[src/rtl/div_unit.sv]
// div_unit: multi-cycle radix-2 restoring divider for DIV/DIVU in the execute stage.
// One quotient bit per clock. The result {remainder, quotient} is held while start_i
// stays high after ready_o; dropping start_i returns the unit to FREE and clears it.
//
// Ports:
//   clk           rising-edge clock
//   rst           synchronous active-high reset, overrides everything
//   signed_div_i  1 = signed divide (DIV), 0 = unsigned (DIVU)
//   opdata1_i     dividend, sampled only on the accepting edge
//   opdata2_i     divisor, sampled only on the accepting edge
//   start_i       request, held high until the result has been consumed
//   annul_i       cancels a new request in FREE or an in-flight one in ON
//   result_o      {remainder, quotient}, meaningful while ready_o = 1
//   ready_o       result valid
module div_unit #(
    parameter int unsigned DATA_W = 32
) (
    input  logic                  clk,
    input  logic                  rst,
    input  logic                  signed_div_i,
    input  logic [DATA_W-1:0]     opdata1_i,
    input  logic [DATA_W-1:0]     opdata2_i,
    input  logic                  start_i,
    input  logic                  annul_i,
    output logic [2*DATA_W-1:0]   result_o,
    output logic                  ready_o
);

    localparam int unsigned CNT_W = $clog2(DATA_W);
    localparam logic [CNT_W-1:0] LAST_ITER = CNT_W'(DATA_W - 1);

    typedef enum logic [1:0] {
        S_FREE    = 2'd0,
        S_DIVZERO = 2'd1,
        S_ON      = 2'd2,
        S_END     = 2'd3
    } state_t;

    state_t              state;
    logic [DATA_W-1:0]   dvd_q;     // dividend bits not yet consumed, quotient bits shifted in below
    logic [DATA_W-1:0]   dvs_q;     // divisor magnitude
    logic [DATA_W-1:0]   rem_q;     // partial remainder, always < divisor so DATA_W bits suffice
    logic [CNT_W-1:0]    cnt_q;
    logic                signed_q;
    logic                sign1_q;
    logic                sign2_q;

    logic [DATA_W:0]     shifted;
    logic                q_bit;
    logic [DATA_W-1:0]   rem_next;
    logic [DATA_W-1:0]   quot_next;
    logic [DATA_W-1:0]   quot_fix;
    logic [DATA_W-1:0]   rem_fix;
    logic [DATA_W-1:0]   abs1;
    logic [DATA_W-1:0]   abs2;

    // One restoring step plus the final sign correction and operand magnitudes.
    always_comb begin
        shifted   = {rem_q, dvd_q[DATA_W-1]};
        // trial = shifted - divisor is non-negative exactly when shifted >= divisor
        q_bit     = (shifted >= {1'b0, dvs_q});
        rem_next  = q_bit ? DATA_W'(shifted - {1'b0, dvs_q}) : shifted[DATA_W-1:0];
        quot_next = {dvd_q[DATA_W-2:0], q_bit};
        // Truncation toward zero: quotient sign is the XOR, remainder follows the dividend.
        quot_fix  = (signed_q && (sign1_q ^ sign2_q)) ? DATA_W'(~quot_next + DATA_W'(1)) : quot_next;
        rem_fix   = (signed_q && sign1_q) ? DATA_W'(~rem_next + DATA_W'(1)) : rem_next;
        abs1      = (signed_div_i && opdata1_i[DATA_W-1]) ? DATA_W'(~opdata1_i + DATA_W'(1)) : opdata1_i;
        abs2      = (signed_div_i && opdata2_i[DATA_W-1]) ? DATA_W'(~opdata2_i + DATA_W'(1)) : opdata2_i;
    end

    // Control FSM with registered result/ready.
    always_ff @(posedge clk) begin
        if (rst) begin
            state    <= S_FREE;
            result_o <= '0;
            ready_o  <= 1'b0;
            cnt_q    <= '0;
            dvd_q    <= '0;
            dvs_q    <= '0;
            rem_q    <= '0;
            signed_q <= 1'b0;
            sign1_q  <= 1'b0;
            sign2_q  <= 1'b0;
        end else begin
            case (state)
                S_FREE: begin
                    if (start_i && !annul_i) begin
                        if (opdata2_i == '0) begin
                            state <= S_DIVZERO;
                        end else begin
                            dvd_q    <= abs1;
                            dvs_q    <= abs2;
                            rem_q    <= '0;
                            cnt_q    <= '0;
                            signed_q <= signed_div_i;
                            sign1_q  <= opdata1_i[DATA_W-1];
                            sign2_q  <= opdata2_i[DATA_W-1];
                            state    <= S_ON;
                        end
                    end
                end
                S_DIVZERO: begin
                    result_o <= '0;
                    ready_o  <= 1'b1;
                    state    <= S_END;
                end
                S_ON: begin
                    if (annul_i) begin
                        cnt_q <= '0;
                        state <= S_FREE;
                    end else begin
                        dvd_q <= quot_next;
                        rem_q <= rem_next;
                        cnt_q <= cnt_q + CNT_W'(1);
                        if (cnt_q == LAST_ITER) begin
                            result_o <= {rem_fix, quot_fix};
                            ready_o  <= 1'b1;
                            state    <= S_END;
                        end
                    end
                end
                S_END: begin
                    // Hold the result until EX releases start_i.
                    if (!start_i) begin
                        result_o <= '0;
                        ready_o  <= 1'b0;
                        state    <= S_FREE;
                    end
                end
                default: begin
                    state <= S_FREE;
                end
            endcase
        end
    end

endmodule

[config.mk]
export PLATFORM = sky130hd
export DESIGN_NAME = div_unit
export DESIGN_NICKNAME = d
export VERILOG_FILES = /design/src/rtl/div_unit.sv
export SDC_FILE = /design/constraint.sdc
export NUM_CORES = 1
export LEC_CHECK = 0
export CAP_MARGIN = 20
export CORE_MARGIN = 8
export CORE_UTILIZATION = 35
export DETAILED_ROUTE_END_ITERATION = 12
export SYNTH_ARGS = -nofsm -noshare
export SYNTH_HDL_FRONTEND = slang
export SYNTH_SLANG_ARGS = --single-unit
[constraint.sdc]
create_clock -name clk -period 10.58 [get_ports clk]
set_clock_uncertainty 0.15 [all_clocks]
set_input_delay 3.174 -clock clk [delete_from_list [all_inputs] [get_ports clk]]
set_output_delay 3.174 -clock clk [all_outputs]
set_load 0.05 [all_outputs]
Yosys cells after proc, flatten, opt, wreduce, memory -nomap -nowiden
Index checks and enable logic that the tools add are counted.
{ "classes": {"add_sub_neg": 6, "n_lt_le_gt_ge": 1, "eq_ne": 10, "mux": 31, "n_bitwise": 6, "reduce_logical": 15} }
{ "ops": {"columns": ["op", "count"], "rows": [
  ["two-way mux 32 bit", 11],
  ["two-way mux 64 bit", 3],
  ["one-hot mux 64 bit (3 select lines)", 1],
  ["adder 32 x 1 -> 32 bit (second input constant)", 4],
  ["NOT 32 bit", 4],
  ["one-hot mux 32 bit (2 select lines)", 2],
  [">= comparator 33 x 32 -> 1 bit", 1],
  ["zero test 32 bit", 1],
  ["subtractor 32 bit", 1],
  ["two-way mux 5 bit", 3],
  ["two-way mux 2 bit", 5],
  ["inequality test 2 bit (second input constant)", 5],
  ["one-hot mux 5 bit (2 select lines)", 1],
  ["AND reduction 3 bit", 3],
  ["one-hot mux 2 bit (4 select lines)", 1],
  ["AND reduction 4 bit", 2],
  ["adder 5 x 1 -> 5 bit (second input constant)", 1],
  ["== test 5 bit (second input constant)", 1],
  ["logical AND 1 bit", 5],
  ["== test 2 bit (second input constant)", 2],
  ["two-way mux 1 bit", 3],
  ["inequality test 3 bit (second input constant)", 1],
  ["one-hot mux 1 bit (3 select lines)", 1],
  ["nonzero test 3 bit", 1],
  ["other kinds (6)", 6]
]} }
{ "word_totals": {"reg_bits": 171, "in_bits": 69, "output_inout_bits": 65, "word_cells": 79} }

Depth between registers and ports, before layout
Gate-level depths: netlist of the first run.
{ "logic_depth": {"word_depth": 8, "depth_mapped": 23, "mapped_depth_nobuf": 19} }

Worst setup path before layout of the first run
No wires, ideal clock.
{ "synth_path": {"kind": "input to register", "from": "input opdata2_i[7]", "to": "register dvd_q[14]", "setup_ns": 0.128, "arrival_time_ns": 5.778, "required_ns": 10.302, "slack_ns": 4.524, "cell_stages": 12, "path_buffers": 3, "path_cell_list": "or4_1 nor3_1 nand3_1 or4_1 and2_1 clkbuf_1 nor2_1 buf_2 buf_2 a211oi_1 a21oi_1 nor2_1"} }
{ "synth_between": {"elab_chain_cells": 3} }
{ "synth_lines": {"columns": ["item", "line", "rtl"], "rows": [
  ["start: declaration", "22", "input logic [DATA_W-1:0] opdata2_i,"],
  ["zero test 32 bit", "88", "if (opdata2_i == '0) begin"],
  ["inequality test 2 bit (no source line)", null, null],
  ["AND reduction 4 bit (no source line)", null, null],
  ["end signal: assignment", "91", "dvd_q <= abs1;"],
  ["end signal: assignment", "112", "dvd_q <= quot_next;"],
  ["end: declaration", "40", "logic [DATA_W-1:0] dvd_q;"]
]} }
Every way passes these cells.
A chain may end at the register's enable or synchronous reset.

Worst setup path in the final report of the first run
{ "layout_path": {"from": "input opdata2_i[7]", "to": "register dvd_q[18]"} }
The elaborated chain is that of the path after synthesis.

==> out/results.ini, run 1 <==
[worst_setup_path]
critPathKind=in -> reg
slowest_stage=or4_1
arrival_ns=7.09
required_ns=10.73
cp-startpoint=opdata2_i[7]
rr_worst_depth=17
crit_chain=clkdlybuf4s50_1 -> or4_1 -> nor3_1 -> nand3_1 -> or4_1 -> and2_1 -> nor2_4 -> buf_4 -> a211oi_1 -> a21oi_1 -> nor2_1
crit_path_frequent_cell=or4_1
critical_path.max_stage_delay_ns=0.64
endpoint_kind=flip-flop
critPathMaxFanout=65
r2r_start=dvs_q[18]
crit_path_start_kind=input port

[floorplan]
die_h_um=196
row_count=66
floorplan.initialDensity_pct=35.1
die_area_sq_um=38300
pin_count=134
dieWidth_um=196
core_sq_um=32200

[clock_network]
post_cts_resized=0
htree_levels=4
clock_latency_ns=0.45
cts_root_buf=clkbuf_16
cts_tree=yes
clkTransAtPathRegs_ns=0.08
hold_buffers=0
cts_buffers=17
clockBufferDepth=2
postCtsSetupBuffers=0
clock-sinks=171

[power]
internal_power_uw=1160
swShare_pct=31.9
comb_power_share_pct=21.8
max-vdd-ir-drop_mv=0.107
powerDensity_nw_per_um2=127
fin_total_pwr_uw=1710
power_frac_seq_pct=39.9
p_sw_uw=545
leakage_uw=0.00491
p_clk_share_pct=38.3

[final_layout]
antenna_cells=0
regArea_sq_um=3420
drive_above_1_share_pct=4.18
final_nets=1698
multiInputGateArea_sq_um=7310
syn2layout_area_growth_pct=19.3
fillers=3347

[timing]
hold_viol=0
relSlewSlack_pct=27.6
fin_crit_sh_pct=65.6
layout_min_cycle_time_ns=6.94
slew_viol_final=0
max_freq_mhz=144
rsz0062_at_grt=false
finalSetupViolCount=0
tightest_slew_ns=1.09
finalSetupTns_ns=0

[worst_hold_path]
whs_path_depth=2
hold_path.class=reg -> reg
hold_start=result_o[54]

[synth]
async_flop_share_pct=0
yosysWarningCount=0
ys_ff_latch=171
synthesis.area_sq_um=11300
syn_nets=1633
synth-edff-count=0
ys_seq_area_share_pct=30.3
synthFlopType=dfxtp_1
ys_types=72
postSynthAreaPerCell_sq_um=7.41
synth_cells=1525

[detailed_routing]
wl_per_cell_um=18.0
drtPass1Iterations=6
drcViolationCount=0
vias=11000
antenna_left=0
vias_per_cell=5.48
wirelength_um=36300
drtIter0Drc=805

[grt]
grt_util_met3_pct=3.74
grt_overflow=0
grt_first_pass_wirelength_um=57300
grt_max_degree=78
use_met2_pct=28.5
grt_usage_pct=18.6
grt_pass1_vias=10300
antenna_found_initial=0
grt.busiest_layer=met2
use_met1_pct=26.1

[placement]
port_buffers=133
place_congestion=0.933
dp_hpwl_um=27600

[flow_run]
maxCapViolCount=0

[run_status]
status=completed

## cells in the final DEF (no fill, tap or decap), types with 13 or more instances in the layout
| cell type | netlist | layout |
|---|---|---|
| nand2_1 | 111 | 108 |
| o21ai_0 | 73 | 73 |
| nor3_1 | 32 | 32 |
| or3_1 | 25 | 25 |
| clkdlybuf4s50_1 | 0 | 132 |
| ha_1 | 38 | 38 |
| a21oi_1 | 139 | 138 |
| a31oi_1 | 43 | 43 |
| dfxtp_1 | 171 | 171 |
| nand4_1 | 13 | 13 |
| xor2_1 | 51 | 51 |
| nor2_1 | 275 | 274 |
| a22oi_1 | 40 | 40 |
| a211oi_1 | 69 | 69 |
| inv_1 | 54 | 54 |
| mux2i_1 | 22 | 22 |
| nand3_1 | 21 | 21 |
| clkbuf_16 | 0 | 17 |
| xnor2_1 | 88 | 88 |
## through the flow
stage	util, %	setup slack [ns]	hold slack (ns)	area, sq um	instances
2_1_floorplan	-	4.52	0.282	11300	1525
3_3_place_gp	39.9	3.26	0.288	12900	1978
3_5_place_dp	39.9	3.17	0.294	12900	1978
4_1_cts	41.8	3.63	0.304	13500	2009
5_1_grt	41.9	3.29	0.334	13500	2010
6_report	41.9	3.64	0.300	13500	2010
## critical path: cells and delay by family
family / cells / cell delay (ns)
buf+inv: 2 / 1.01
simple gates: 7 / 2.64
compound gates: 2 / 0.25
## per-layer routing
layer / part of all wire, % / routed length, um / vias to the layer above
met5: 0 / 0 / -
met4: 1.4 / 523 / 0
met3: 5.5 / 1990 / 29
met2: 43 / 15700 / 286
met1: 50 / 18000 / 5155
li1: - / - / 5552
## path summary, 6_finish.rpt
| kind | endpoint | slack [ns] |
|---|---|---|
| worst max register to register | result_o[62] | 5.16 |
| worst min-delay path | result_o[54] | 0.30 |
| worst min register to register | result_o[54] | 0.30 |
| worst max-delay path | dvd_q[18] | 3.64 |
## synth_stat cells (all sizes together) (4+ instances only)
library cell,instances,area [sq um]
o211ai,5,37.5
nand2,112,423
a31oi,43,269
o31ai,12,90.1
clkbuf,75,282
and3,8,50.1
o41ai,9,86.3
dfxtp,171,3420
nor2,275,1030
a21o,5,37.5
a22oi,40,300
or4,7,52.6
o21a,6,45.0
a21oi,139,696
o21ai,82,410
buf,23,106
o21bai,4,30.0
and2,11,68.8
or3,25,156
ha,38,475
nor3,33,170
a211oi,69,518
nor2b,7,43.8
mux2i,22,220
xnor2,88,771
nand3,21,105
nand4,13,81.3
inv,55,206
nand2b,13,81.3
o31a,4,35.0
xor2,51,447
nor4,12,75.1
## cells by family (layout without fill, tap and decap cells)
logic type	Yosys count	count (layout)	share of synthesized area (%)
AOI/OAI and AO/OA	447	447	25.1
adders and majority gates	39	39	4.38
DFF	171	171	30.3
and+or+nand+nor	552	552	22.0
xor gates and xnor gates	139	139	10.8
buffers and inverters	153	230	5.26
muxes	24	24	2.15
## power groups by stage
stage | Sequential [uW] | Combinational, uW | Clock (uW)
after global placement | 696 | 365 | 0
after floorplan | 689 | 258 | 0
after global routing | 684 | 411 | 692
after CTS | 681 | 369 | 666
final | 682 | 373 | 654
after detailed placement | 696 | 367 | 0
## registers in the layout, summed over array words and instances, names as in the netlist
signal    cells
cnt_q         5
dvd_q        32
dvs_q        32
ready_o       1
rem_q        32
result_o     64
sign1_q       1
sign2_q       1
signed_q      1
state         2
## layout make-up
type                            instances  area share [%]
Multi-Input combinational cell       1201            54.3
Sequential cell                       171            25.4
Timing Repair Buffer                  144            10.6
Tap cell                              408            3.79
Clock buffer                           18            3.26
Inverter                               55            1.53
Clock inverter                         13            1.15
Note: power is estimated with default switching activity, not from simulation.
==> run 2: changes to the inputs <==
==> constraint.sdc (replaced) <==
create_clock -name clk -period 7.3 [get_ports clk]
set_clock_uncertainty 0.15 [all_clocks]
set_input_delay 2.19 -clock clk [delete_from_list [all_inputs] [get_ports clk]]
set_output_delay 2.19 -clock clk [all_outputs]
set_load 0.05 [all_outputs]
==> out/results.ini, run 2 (synthesis gave the netlist of run 1 again) <==
[power]
p_clk_share_pct=39.0  ; +0.7 points
swShare_pct=31.3  ; -0.62 points
leakage_uw=0.00494  ; +0.58%
p_sw_uw=783  ; +44%
comb_power_share_pct=21.5  ; -0.3 points
powerDensity_nw_per_um2=185  ; +46%
max-vdd-ir-drop_mv=0.161  ; +51%
internal_power_uw=1720  ; +48%
power_frac_seq_pct=39.5  ; -0.4 points

[worst_setup_path]
cpLargestDelayFamily=simple AND/OR/NAND/NOR gates
endpoint_kind=flip-flop
required_ns=7.45  ; -3.28 ns
slowest_stage=or4_1
crit_path_frequent_cell=or4_1
critPathMaxFanout=65  ; unchanged
critPathKind=in -> reg
crit_chain=clkdlybuf4s50_1 -> or4_1 -> nor3_1 -> nand3_1 -> or4_1 -> and2_1 -> nor2_4 -> buf_4 -> a211oi_1 -> a21oi_1 -> nor2_1
cp_num_buf_inv=2  ; unchanged
arrival_ns=6.16  ; -0.93 ns
crit_path_start_kind=input port
critical_path.max_stage_delay_ns=0.64  ; about the same

[detailed_routing]
wl_per_cell_um=17.9  ; -0.68%
drtPass1Iterations=5  ; -1
vias_per_cell=5.44  ; -0.72%
antenna_left=0  ; unchanged
drcViolationCount=0  ; unchanged
drtIter0Drc=784  ; -2.6%
vias=11000  ; -0.62%
wirelength_um=36100  ; -0.58%

[clock_network]
clock_latency_ns=0.45  ; about the same
htree_levels=4  ; unchanged
post_cts_resized=0  ; unchanged
cts_buffers=17  ; unchanged
cts_tree=yes
hold_buffers=0  ; unchanged
clkTransAtPathRegs_ns=0.07  ; about the same
clockBufferDepth=2  ; unchanged
clock-sinks=171  ; unchanged
postCtsSetupBuffers=0  ; unchanged
cts_root_buf=clkbuf_16

[grt]
grt_usage_pct=18.5  ; -0.048 points
grt_pass1_vias=10300  ; +0.20%
grt_max_degree=87  ; +12%
antenna_found_initial=1  ; +1
grt_overflow=0  ; unchanged
grt_first_pass_wirelength_um=57400  ; +0.19%

[timing]
tightest_slew_ns=1.13  ; +0.0468 ns
fin_crit_sh_pct=82.3
holdWs_ns=0.302  ; +0.00265 ns
slew_viol_final=0  ; unchanged
max_freq_mhz=166
layout_min_cycle_time_ns=6.01
timing.final.ws_setup_ns=1.29  ; -2.35 ns
finalSetupTns_ns=0  ; unchanged
hold_viol=0  ; unchanged
relSlewSlack_pct=24.3  ; -3.3 points
rsz0062_at_grt=false
finalSetupViolCount=0  ; unchanged

[floorplan]
row_count=66  ; unchanged
pin_count=134  ; unchanged
die_h_um=196  ; unchanged
die_area_sq_um=38300  ; unchanged
core_sq_um=32200  ; unchanged
floorplan.initialDensity_pct=35.1  ; unchanged
dieWidth_um=196  ; unchanged

[placement]
post-place-ws_ns=0.827  ; -2.34 ns
port_buffers=133  ; unchanged
dp.cells=1978  ; unchanged
post_dp_cell_area_sq_um=12900  ; about the same
place_congestion=0.913  ; -2.2%
dp_hpwl_um=27700  ; +0.35%

[flow_run]
maxCapViolCount=0  ; unchanged

[final_layout]
top_register=result_o
final_nets=1698  ; unchanged
drive_above_1_share_pct=4.24  ; +0.060 points
largest_reg_flops=64  ; unchanged
postLayoutCellArea_sq_um=13500  ; +0.25%
layoutNonFillerInstCount=2012  ; +0.10%
syn2layout_area_growth_pct=19.6
final_common_cell=nor2_1
final_cell_mix=274 x nor2_1, 171 x dfxtp_1, 138 x a21oi_1

[run_status]
status=completed

[worst_hold_path]
hold_path.class=reg -> reg

run 2: path summary, 6_finish.rpt:
| kind | to | depth (start not counted) | slack (ns) | from |
|---|---|---|---|---|
| setup / recovery | dvd_q[24] | 11 | 1.29 | opdata2_i[7] |
| hold / removal | result_o[56] | 2 | 0.30 | result_o[56] |
| setup reg to reg | result_o[62] | 17 | 1.80 | dvs_q[18] |
| hold reg to reg | result_o[56] | 2 | 0.30 | result_o[56] |
run 2: metrics by stage:
step	util [%]	power [uW]
finish	42.0	2500
global route	42.0	2620
CTS	41.9	2520
detailed placement	40.0	1540
global placement	40.0	1540
floorplan	-	1370
run 2: per-layer routing:
layer	global-route usage, %	routed length, um	vias up	part of all wire (%)
li1	-	-	5553	-
met1	26.4	17700	5126	49
met2	27.8	15600	234	43
met3	3.41	2000	41	5.6
met4	5.78	765	0	2.1
met5	0	0	-	0
run 2: worst reg2reg max path, cell delays in order (launching register included):
cell	delay, ns
dfxtp_1	0.34
inv_1	0.11
ha_1	0.43
nand2_2	0.10
or3_1	0.46
o41ai_2	0.37
a21oi_1	0.13
nand2_2	0.27
mux2i_1	0.35
ha_1	0.31
or3b_2	0.49
nor2_1	0.22
nand3_1	0.14
or3_1	0.47
a2111oi_4	0.53
a31oi_1	0.16
xnor2_1	0.18
a22o_1	0.17
run 2: cell type report:
| cell class | instances | area, sq um |
|---|---|---|
| Clock buffer | 18 | 439 |
| Antenna cell | 1 | 2.50 |
| Clock inverter | 14 | 181 |
| Tap cell | 408 | 510 |
| Multi-Input combinational cell | 1201 | 7310 |
| Inverter | 55 | 206 |
| Sequential cell | 171 | 3420 |
| Timing Repair Buffer | 144 | 1440 |
| Fill cell | 3311 | 18700 |
run 2: power by group through the flow:
stage | registers, uW | clock network (uW) | logic [uW]
2_1_floorplan | 999 | 0 | 374
3_3_place_gp | 1010 | 0 | 528
3_5_place_dp | 1010 | 0 | 530
4_1_cts | 989 | 999 | 533
5_1_grt | 993 | 1030 | 593
6_report | 989 | 977 | 537
==> run 3: changes to the inputs <==
==> constraint.sdc (replaced) <==
create_clock -name clk -period 6.05 [get_ports clk]
set_clock_uncertainty 0.15 [all_clocks]
set_input_delay 1.815 -clock clk [delete_from_list [all_inputs] [get_ports clk]]
set_output_delay 1.815 -clock clk [all_outputs]
set_load 0.05 [all_outputs]
==> out/results.ini, run 3 (synthesis gave the netlist of run 1 again) <==
[run_status]
status=completed

[detailed_routing]
drtPass1Iterations=5  ; unchanged
vias=11000  ; +0.25%
wirelength_um=35900  ; -0.38%
wl_per_cell_um=17.8  ; -0.58%
wl_met2_um=15600  ; about the same
drcViolationCount=0  ; unchanged
vias_per_cell=5.45  ; about the same
antenna_left=0  ; unchanged
top_layer_used=met4
wl_met1_um=17900  ; +1.2%
drtIter0Drc=823  ; +5.0%
met3WireLength_um=1790  ; -11%

[timing]
tightest_slew_ns=0.888  ; -0.244 ns
layout_min_cycle_time_ns=5.17
finalSetupViolCount=0  ; unchanged
relSlewSlack_pct=40.8  ; +16 points
timing.final.ws_setup_ns=0.884  ; -0.405 ns
fin_crit_sh_pct=85.4
hold_viol=0  ; unchanged
slew_viol_final=0  ; unchanged
finalSetupTns_ns=0  ; unchanged
max_freq_mhz=194
rsz0062_at_grt=false

[power]
leakage_uw=0.00495  ; +0.29%
max-vdd-ir-drop_mv=0.181  ; +12%
fin_total_pwr_uw=2950  ; +18%
powerDensity_nw_per_um2=218  ; +17%

[clock_network]
post_cts_resized=0  ; unchanged
htree_levels=4  ; unchanged
cts_tree=yes
clockBufferDepth=2  ; unchanged
clock-sinks=171  ; unchanged
cts_root_buf=clkbuf_16
postCtsSetupBuffers=0  ; unchanged
hold_buffers=0  ; unchanged
clkTransAtPathRegs_ns=0.07  ; about the same
clock_latency_ns=0.45  ; about the same
cts_buffers=17  ; unchanged

[final_layout]
final_cell_mix=274 x nor2_1, 171 x dfxtp_1, 138 x a21oi_1
syn2layout_area_growth_pct=20.0
layoutNonFillerInstCount=2016  ; +0.20%
final_nets=1703  ; +0.29%
postLayoutCellArea_sq_um=13600  ; +0.31%
antenna_cells=0  ; -1
final_common_cell=nor2_1
largest_reg_flops=64  ; unchanged
top_register=result_o
drive_above_1_share_pct=4.42  ; +0.17 points

[worst_setup_path]
critPathMaxFanout=6  ; -91%
arrival_ns=5.36  ; -0.80 ns
critPathKind=reg -> reg
endpoint_kind=flip-flop
crit_path_start_kind=flip-flop
required_ns=6.25  ; -1.20 ns

[placement]
post_dp_cell_area_sq_um=12900  ; +0.43%
place_congestion=0.895  ; -1.9%
dp.cells=1982  ; +0.20%
post-place-ws_ns=0.705  ; -0.122 ns
port_buffers=133  ; unchanged
dp_hpwl_um=27100  ; -2.2%

[floorplan]
dieWidth_um=196  ; unchanged
die_h_um=196  ; unchanged
die_area_sq_um=38300  ; unchanged
pin_count=134  ; unchanged
core_sq_um=32200  ; unchanged
row_count=66  ; unchanged
floorplan.initialDensity_pct=35.1  ; unchanged

[flow_run]
maxCapViolCount=0  ; unchanged

[grt]
antenna_found_initial=1  ; unchanged
grt_pass1_vias=10300  ; -0.11%
grt_overflow=0  ; unchanged
grt_first_pass_wirelength_um=56900  ; -0.88%
grt_max_degree=151  ; +74%
grt_usage_pct=18.4  ; -0.17 points

[worst_hold_path]
hold_path.class=reg -> reg

run 3: cell types whose count changed in the layout (fill, tap and decap cells not counted), sizes merged:
cell	before	now
inv	61	62
clkbuf	18	20
diode	1	0
bufinv	3	1
clkinv	5	2
clkinvlp	0	2
buf	12	17
run 3: power breakdown:
part / total [uW] / switching, uW / leakage, uW / internal [uW]
logic: 653 / 401 / 0.00329 / 252
registers: 1190 / 36.6 / 0.00139 / 1160
clock network: 1100 / 512 / 0.000276 / 592
total: 2950 / 950 / 0.00495 / 2000
run 3: stage by stage:
| step | utilization [%] | hold WS (ns) |
|---|---|---|
| final | 42.1 | 0.296 |
| after detailed placement | 40.1 | 0.291 |
| after global placement | 40.1 | 0.287 |
| after floorplan | - | 0.282 |
| after global routing | 42.1 | 0.324 |
| after CTS | 41.9 | 0.301 |
run 3: final timing paths:
path,startpoint,to,slack [ns],cells past startpoint
max,dvs_q[17],result_o[62],0.88,17
min reg2reg,result_o[55],result_o[55],0.30,2
min,result_o[55],result_o[55],0.30,2
max reg2reg,dvs_q[17],result_o[62],0.88,17
run 3: layout make-up:
cell class,instances,area [sq um]
tap,408,510
fill,3318,18700
clock buffer,20,447
clock inverter,12,129
inverter,55,206
timing repair buffer,149,1530
multi-input combinational,1201,7310
sequential,171,3420
run 3: per-layer routing:
layer / up-vias / global-route usage (%)
met5: - / 0
met2: 255 / 28.3
met1: 5125 / 25.9
met3: 38 / 3.29
met4: 0 / 4.88
li1: 5563 / -
run 3: worst max-delay path, stage by stage (launching register included):
cell and delay, ns:
dfxtp_1 0.30, inv_1 0.12, ha_1 0.45, nand2_2 0.10, or3_1 0.44, o41ai_2 0.34
a21oi_1 0.12, nand2_2 0.12, mux2i_1 0.29, ha_1 0.31, or3b_2 0.49, nor2_1 0.21
nand3_1 0.13, or3_1 0.45, a2111oi_4 0.54, a31oi_1 0.16, xnor2_1 0.16, a22o_1 0.17
